<file path="src/rtl/expr_pkg.sv">
// Shared definitions for the expression checker/evaluator family.
// Holds the evaluator state enum, the 2-bit character-class encoding
// (shared with the syntax checker) and the ASCII constants used by the
// character decoder.
package expr_pkg;

  typedef enum logic [1:0] {
    IDLE = 2'b00,
    OPND = 2'b01,
    OPER = 2'b10,
    ERR  = 2'b11
  } state_t;

  typedef enum logic [1:0] {
    BAD = 2'b00,
    ADD = 2'b01,
    MUL = 2'b10,
    DIG = 2'b11
  } char_class_t;

  localparam logic [7:0] ASCII_0    = 8'h30;
  localparam logic [7:0] ASCII_9    = 8'h39;
  localparam logic [7:0] ASCII_PLUS = 8'h2B;
  localparam logic [7:0] ASCII_STAR = 8'h2A;

endpackage

</file>
<file path="src/rtl/expr_char_class.sv">
// Combinational character decoder shared by the checker and evaluator.
// Ports:
//   in   - ASCII character
//   cls  - character class (BAD/ADD/MUL/DIG)
//   d    - digit value, valid when cls == DIG, else 0
module expr_char_class
  import expr_pkg::*;
(
  input  logic [7:0]  in,
  output char_class_t cls,
  output logic [3:0]  d
);

  always_comb begin
    cls = BAD;
    d   = '0;
    if (in >= ASCII_0 && in <= ASCII_9) begin
      cls = DIG;
      d   = 4'(in - ASCII_0);
    end else if (in == ASCII_PLUS) begin
      cls = ADD;
    end else if (in == ASCII_STAR) begin
      cls = MUL;
    end
  end

endmodule

</file>
<file path="src/rtl/expr_eval.sv">
// Streaming evaluator for "digit (op digit)*" expressions with '*' binding
// tighter than '+'. One character per in_vld cycle, no backpressure.
// Ports:
//   clk     - clock, rising edge
//   clr     - asynchronous active-high reset
//   in_vld  - character strobe
//   in      - ASCII character
//   ok      - consumed characters form a valid expression ending in a digit
//   result  - expression value mod 2^W (meaningful while ok = 1)
//   ovf     - sticky overflow flag
// Build option: define OVERFLOW_DETECT_EN to build overflow detection;
// otherwise ovf is tied to 0.
module expr_eval
  import expr_pkg::*;
#(
  parameter int unsigned W = 16
) (
  input  logic         clk,
  input  logic         clr,
  input  logic         in_vld,
  input  logic [7:0]   in,
  output logic         ok,
  output logic [W-1:0] result,
  output logic         ovf
);

  state_t      state, state_n;
  char_class_t pend, pend_n;
  logic [W-1:0] sum, sum_n, prod, prod_n;
  char_class_t cls;
  logic [3:0]  d;
  logic [W-1:0] prod_mul, sum_add, result_n;

  expr_char_class u_class (
    .in  (in),
    .cls (cls),
    .d   (d)
  );

`ifdef OVERFLOW_DETECT_EN
  logic [W+3:0] mul_full;
  logic [W:0]   add_full, res_full;
  logic         ovf_hit;

  // Extra-wide datapaths expose the bits lost to wrap-around.
  assign mul_full = (W+4)'(prod) * (W+4)'(d);
  assign add_full = {1'b0, sum} + {1'b0, prod};
  assign res_full = {1'b0, sum_n} + {1'b0, prod_n};
  assign prod_mul = mul_full[W-1:0];
  assign sum_add  = add_full[W-1:0];
  assign result_n = res_full[W-1:0];

  assign ovf_hit = (state == OPER && cls == DIG && pend == MUL && |mul_full[W+3:W])
                || (state == OPND && cls == ADD && add_full[W])
                || (state_n == OPND && res_full[W]);

  always_ff @(posedge clk or posedge clr) begin
    if (clr)                    ovf <= 1'b0;
    else if (in_vld && ovf_hit) ovf <= 1'b1;
  end
`else
  assign prod_mul = prod * W'(d);
  assign sum_add  = sum + prod;
  assign result_n = sum_n + prod_n;
  assign ovf      = 1'b0;
`endif

  always_comb begin
    state_n = state;
    sum_n   = sum;
    prod_n  = prod;
    pend_n  = pend;
    case (state)
      IDLE: begin
        if (cls == DIG) begin
          sum_n   = '0;
          prod_n  = W'(d);
          state_n = OPND;
        end else begin
          state_n = ERR;
        end
      end
      OPND: begin
        case (cls)
          ADD: begin
            sum_n   = sum_add;
            pend_n  = ADD;
            state_n = OPER;
          end
          MUL: begin
            pend_n  = MUL;
            state_n = OPER;
          end
          default: state_n = ERR;
        endcase
      end
      OPER: begin
        if (cls == DIG) begin
          prod_n  = (pend == MUL) ? prod_mul : W'(d);
          state_n = OPND;
        end else begin
          state_n = ERR;
        end
      end
      default: state_n = ERR;
    endcase
  end

  always_ff @(posedge clk or posedge clr) begin
    if (clr) begin
      state  <= IDLE;
      sum    <= '0;
      prod   <= '0;
      pend   <= ADD;
      ok     <= 1'b0;
      result <= '0;
    end else if (in_vld) begin
      state <= state_n;
      sum   <= sum_n;
      prod  <= prod_n;
      pend  <= pend_n;
      if (state_n == OPND) begin
        ok     <= 1'b1;
        result <= result_n;
      end else begin
        ok <= 1'b0;
        // Operators keep the last value visible; errors clear it.
        if (state_n == ERR) result <= '0;
      end
    end
  end

endmodule
</file>
<file path="config.mk">
export PLATFORM = sky130hd
export DESIGN_NAME = expr_eval
export DESIGN_NICKNAME = d
export VERILOG_FILES = /design/src/rtl/expr_pkg.sv /design/src/rtl/expr_char_class.sv /design/src/rtl/expr_eval.sv
export SDC_FILE = /design/constraint.sdc
export NUM_CORES = 1
export LEC_CHECK = 0
export ABC_AREA = 1
export BUFFER_PORTS_ARGS = -buffer_cell sky130_fd_sc_hd__buf_4
export CELL_PAD_IN_SITES_DETAIL_PLACEMENT = 0
export CELL_PAD_IN_SITES_GLOBAL_PLACEMENT = 1
export CORE_MARGIN = 2
export CORE_UTILIZATION = 49
export CTS_BUF_LIST = sky130_fd_sc_hd__clkbuf_16
export CTS_CLUSTER_DIAMETER = 30
export DETAILED_ROUTE_END_ITERATION = 10
export GPL_TIMING_DRIVEN = 0
export PLACE_DENSITY = 0.87
export SETUP_SLACK_MARGIN = 0.2
export SLEW_MARGIN = 30
export SYNTH_ARGS = -nofsm -noshare
export SYNTH_HDL_FRONTEND = slang
export SYNTH_SLANG_ARGS = --single-unit
</file>
<file path="constraint.sdc">
create_clock -name clk -period 14.83 [get_ports clk]
set_clock_uncertainty 0.2 [all_clocks]
set_input_delay 2.2245 -clock clk [delete_from_list [all_inputs] [get_ports clk]]
set_output_delay 2.2245 -clock clk [all_outputs]
set_load 0.02 [all_outputs]
</file>
* Word-level counts from Yosys, hierarchy flattened
Cells that the tools add are included.
Word-level totals: word-level logic and storage cells 48, output and inout port bits 18, input bits 11, register bits 53
Cells by class: multiply operators 1, reduce and logical (&&, ||, !) cells 8, add/sub/neg operators 3, mux-type cells 18, $lt $le $gt $ge 2, eq/ne operators 10
Operators by type and width (count):
- 16-bit two-way mux | 7
- 16-bit case mux with 2 select lines | 2
- 16-bit adder | 2
- 8-bit by 6-bit == test with 1-bit output (second input constant) | 2
- 16-bit by 4-bit multiplier with 16-bit output | 1
- 2-bit == test (second input constant) | 5
- 8-bit by 6-bit greater-or-equal comparator with 1-bit output (second input constant) | 1
- 8-bit by 6-bit <= comparator with 1-bit output (second input constant) | 1
- 2-bit two-way mux | 4
- 2-bit case mux with 2 select lines | 2
- 2-bit by 1-bit == test with 1-bit output (second input constant) | 3
- 4-bit two-way mux | 1
- 2-bit nonzero test | 2
- 2-bit OR reduction | 2
- 4-bit by 1-bit subtractor with 4-bit output (second input constant) | 1
- 3-bit AND reduction | 1
- 2-bit zero test | 1
- 1-bit two-way mux | 2
- 2-bit AND reduction | 1
- 1-bit logical AND | 1

* Longest topological paths before layout
depth in word-level cells 11, depth in mapped cells 36, mapped depth without buffers 36

* Hierarchy
A second synthesis with hierarchy kept.
Second synthesis, totals: cell total of the unflattened synthesis 897, area total of the unflattened synthesis 5947.0 um^2
By module, submodules not included:
- expr_eval | seq. area each 1327.5 um^2, instances 1, area each 5825.6 um^2, cells an instance 870
- expr_char_class | seq. area each 0.0 um^2, instances 1, area each 121.4 um^2, cells an instance 27

* Worst setup path after synthesis
OpenSTA, ideal clock, no wires.
kind input to register, start input port in[1], end register result[14], slack 7.693 ns, setup time 0.083 ns, arrival time 6.854 ns, buffers on the path 1, data required time 14.547 ns, stages 32, cell sequence buf_6 > nor2_2 > nor2_2 > nor2_8 > inv_2 > nor2_1 > inv_1 > nor2_1 > fa_1 > inv_1 > fa_1 > inv_1 > ha_1 > a21o_1 > nor3_1 > nor2_1 > o22ai_1 > o21bai_1 > xor2_1 > nand2_1 > o21ai_0 > ha_1 > nand2_1 > nor2_1 > a211oi_1 > nand3_1 > nand2_1 > inv_1 > o21ai_0 > nand2_1 > xnor2_1 > o21ai_0
On the way: elaborated cells between the ends (all ways) 31, those cells by class add/sub (2); mul (1); order compare (2); eq/ne (7); mux (15); reduce/logical (4)
RTL lines:
- from (decl) | RTL line expr_eval.sv:21 | input logic [7:0] in,
- 8-bit by 6-bit greater-or-equal comparator with 1-bit output (tied with other cells) | RTL line expr_char_class.sv:17 | if (in >= ASCII_0 && in <= ASCII_9) begin
- 1-bit logical AND or 2-bit two-way mux (tied branches) | RTL line expr_char_class.sv:17, expr_char_class.sv:22
- 4-bit two-way mux or 2-bit two-way mux (tied branches) | RTL line expr_char_class.sv:17, expr_char_class.sv:20
- 16-bit by 4-bit multiplier with 16-bit output or 2-bit two-way mux (tied branches) | RTL line expr_eval.sv:62, expr_char_class.sv:17
- 16-bit two-way mux or 2-bit == test (tied branches) | RTL line expr_eval.sv:99, expr_eval.sv:75, expr_eval.sv:98
- 16-bit two-way mux, on equally long branches | RTL line expr_eval.sv:98, expr_eval.sv:75
- 16-bit case mux with 2 select lines * | RTL line expr_eval.sv:73 | case (state)
- net prod_n[11] | RTL line expr_eval.sv:29 | logic [W-1:0] sum, sum_n, prod, prod_n;
- 16-bit adder * | RTL line expr_eval.sv:64 | assign result_n = sum_n + prod_n;
- 16-bit two-way mux * | RTL line expr_eval.sv:122 | if (state_n == OPND) begin
- to (signal assigned) | RTL line expr_eval.sv:124 | result <= result_n;
- to (decl) | RTL line expr_eval.sv:23 | output logic [W-1:0] result,
Mark *: on every way through the listed nets, which the timed path passes. The rest lies on a longest branch. A chain may end at the register's enable or synchronous reset.

* Worst setup path in the final report
start input port in[6], end register result[14]
The elaborated chain is that of the path after synthesis.

==> flow_summary.json <==
{
  "synth_top_flop_cell": "dfrtp_1",
  "multi_input_area_um2": 3721,
  "yosysWarnings": 0,
  "utilization": 0.5443,
  "grt_pass1_wl_um": 27210,
  "grt_overflow": 0,
  "place_hpwl_um": 13500,
  "ys_seq_elements": 53,
  "worst_pin_slew_ps": 755.9,
  "drive_above_1_share": 0.07521,
  "setup_violations": 0,
  "crit_arrival_ps": 8040,
  "setup_tns_ps": 0,
  "initial_core_util": 0.4977,
  "worstSetupEndpointType": "flop",
  "synthCells": 817,
  "min_period_ps": 8076,
  "crit_path_top_delay_cell": "fa_1",
  "cts_tree": "yes",
  "portBuffers": 25,
  "final_cell_mix": "nand2_1, inv_1, nor2_1",
  "critical-path-top-delay-family": "simple AND/OR/NAND/NOR gates",
  "track_usage": 0.2733,
  "critPathKind": "in -> reg",
  "cts_resized": 0,
  "die_area_um2": 12370,
  "critical_path.startpoint_type": "input pin",
  "cp_num_buf_inv": 6,
  "min_path_cells": 2,
  "final_nets": 934,
  "grt_pass1_vias": 5369,
  "antenna_cells": 0,
  "wl_per_cell_um": 16.54,
  "irDropWorstVdd_mv": 0.06586,
  "maxCapViolCount": 0,
  "yosysSeqAreaShare": 0.2356,
  "gp_congestion": 0.9808,
  "hp-class": "reg -> reg",
  "drcViolationCount": 0,
  "clkSinkCount": 53,
  "initialDrtViolationCount": 454,
  "crit_fanout": 9,
  "antenna_found_initial": 0,
  "slew_viol_final": 0,
  "placedCellCount": 986,
  "cp.depth": 32,
  "slew_headroom": 0.4895,
  "num_rows": 39,
  "cpPeakStageDelay_ps": 410,
  "ys_types": 49,
  "final_common_cell": "nand2_1",
  "syn_avg_cell_area_um2": 6.896,
  "core_um2": 11320,
  "seqCellArea_um2": 1328,
  "async_flop_share": 1.000,
  "final_cells": 994,
  "via_per_inst": 5.551,
  "outcome": "finished clean",
  "num_vias": 5518,
  "hold_viol_final": 0,
  "post_cts_buffers": 0,
  "clock_latency_ps": 290,
  "crit_required_ps": 14790,
  "first_pass_iters": 5,
  "syn-num-nets": 901,
  "grt_max_degree": 28,
  "reg2reg_depth": 26,
  "htree_levels": 2,
  "ant_nets": 0,
  "ctsHoldBuffers": 0,
  "area_growth_pct": 9.372,
  "die_h_um": 111.2,
  "power.density_nw_per_um2": 86.78,
  "fin_crit_sh": 0.5445,
  "nFillCells": 1147,
  "cts_root_buf": "clkbuf_16",
  "rsz0062_at_grt": "no",
  "ios": 29,
  "cts_buffer_depth": 2,
  "synth_edf_count": 0,
  "dieWidth_um": 111.2,
  "numCtsBuffers": 5,
  "clkSlewWorstSetupHoldPaths_ps": 70,
  "wl_um": 16440,
  "fmax_mhz": 123.8,
  "p_leak_uw": 0.003301,
  "syn_area_um2": 5634
}
-- state kept, by name, summed over array words and instances (netlist names) --
name and flops:
prod 16, result 16, sum 16, pend 2
state 2, ok 1
-- cell type report --
class	count	share of cell area
Clock buffer	5	0.02030
Multi-Input combinational cell	613	0.6039
Clock inverter	3	0.002234
Sequential cell	53	0.2154
Buffer	18	0.01401
Timing Repair Buffer	26	0.03371
Tap cell	143	0.02904
Inverter	133	0.08142
-- power breakdown --
group / leakage, uW / internal (uW) / switching [uW]
Combinational: 0.00256 / 85.5 / 151
Clock: 0.0000748 / 61.5 / 51.8
Sequential: 0.000669 / 159 / 25.9
-- routing by layer --
layer	global-route usage	up-vias	part of all wire
met5	0	-	0
met4	0.06173	0	0.020
met3	0.04757	26	0.076
met2	0.4256	170	0.45
met1	0.3994	2595	0.46
li1	-	2727	-
-- final timing paths --
path / from / end / slack, ps
max: in[6] / result[14] / 6750
min: pend[0] / pend[0] / 280
max reg2reg: prod[3] / result[14] / 9190
min reg2reg: pend[0] / pend[0] / 280
max in group asynchronous: clr / pend[0] / 12190
min in group asynchronous: clr / result[10] / 1710
-- cells in the mapped netlist, types with 2 or more instances --
cell type | instances | share of area
inv_1 | 130 | 0.087
dfrtp_1 | 52 | 0.23
or2_2 | 9 | 0.010
nand4_1 | 9 | 0.010
xor2_1 | 5 | 0.0078
o21ai_1 | 10 | 0.0089
buf_1 | 2 | 0.0013
a21oi_1 | 55 | 0.049
nand2_1 | 205 | 0.14
a32o_1 | 2 | 0.0036
a22oi_1 | 2 | 0.0027
a211oi_1 | 2 | 0.0027
o22ai_1 | 14 | 0.016
buf_4 | 2 | 0.0027
xnor2_1 | 8 | 0.012
o21a_1 | 3 | 0.0040
o21bai_1 | 3 | 0.0040
fa_1 | 27 | 0.096
nand3b_1 | 5 | 0.0067
nor2_1 | 69 | 0.046
o31ai_1 | 3 | 0.0040
o211ai_1 | 4 | 0.0053
o21ai_0 | 64 | 0.057
inv_2 | 3 | 0.0020
a21o_1 | 3 | 0.0040
nand3_1 | 35 | 0.031
a31oi_1 | 4 | 0.0044
nor3_1 | 5 | 0.0044
ha_1 | 46 | 0.10
o2111ai_1 | 2 | 0.0031
clkbuf_1 | 10 | 0.0067
buf_2 | 3 | 0.0027
nor2_2 | 5 | 0.0056
-- worst register-to-register path, stage by stage (launching register included) --
cell	delay [ps]
dfrtp_1	500
inv_1	180
nor2_1	90
fa_1	540
inv_1	60
fa_1	530
inv_1	40
ha_1	350
a21o_1	180
nor3_1	400
nor2_1	100
o22ai_1	240
o21bai_1	160
xor2_1	160
nand2_1	100
o21ai_0	100
ha_1	370
nand2_1	120
nor2_1	50
a211oi_1	180
nand3_1	150
nand2_1	90
inv_1	50
o21ai_0	150
nand2_1	80
xnor2_1	210
o21ai_0	120
-- logic make-up (layout without fill, tap and decap cells) --
group / Yosys count / in the layout / synth area share
buffers and inverters: 151 / 185 / 0.1039
AO/OA/AOI/OAI: 178 / 178 / 0.1794
AND/OR/NAND/NOR: 348 / 348 / 0.2620
adder cells (fa/ha/maj): 73 / 73 / 0.1981
XOR/XNOR: 13 / 13 / 0.02021
other: 1 / 1 / 0.0006656
flip-flops: 53 / 53 / 0.2356
-- per-stage QoR --
stage                     power (uW)  setup slack [ps]  instance area [um^2]  hold WS, ps
after floorplan                352.2              7693                  5634        253.3
after detailed placement       418.8              6540                  6023        271.2
final                          534.8              6754                  6162        280.3
after global routing           575.5              6196                  6162        314.0
after global placement         414.5              6560                  6001        264.2
after CTS                      532.6              6829                  6162        281.4
Power figures use the tool's default switching activity.
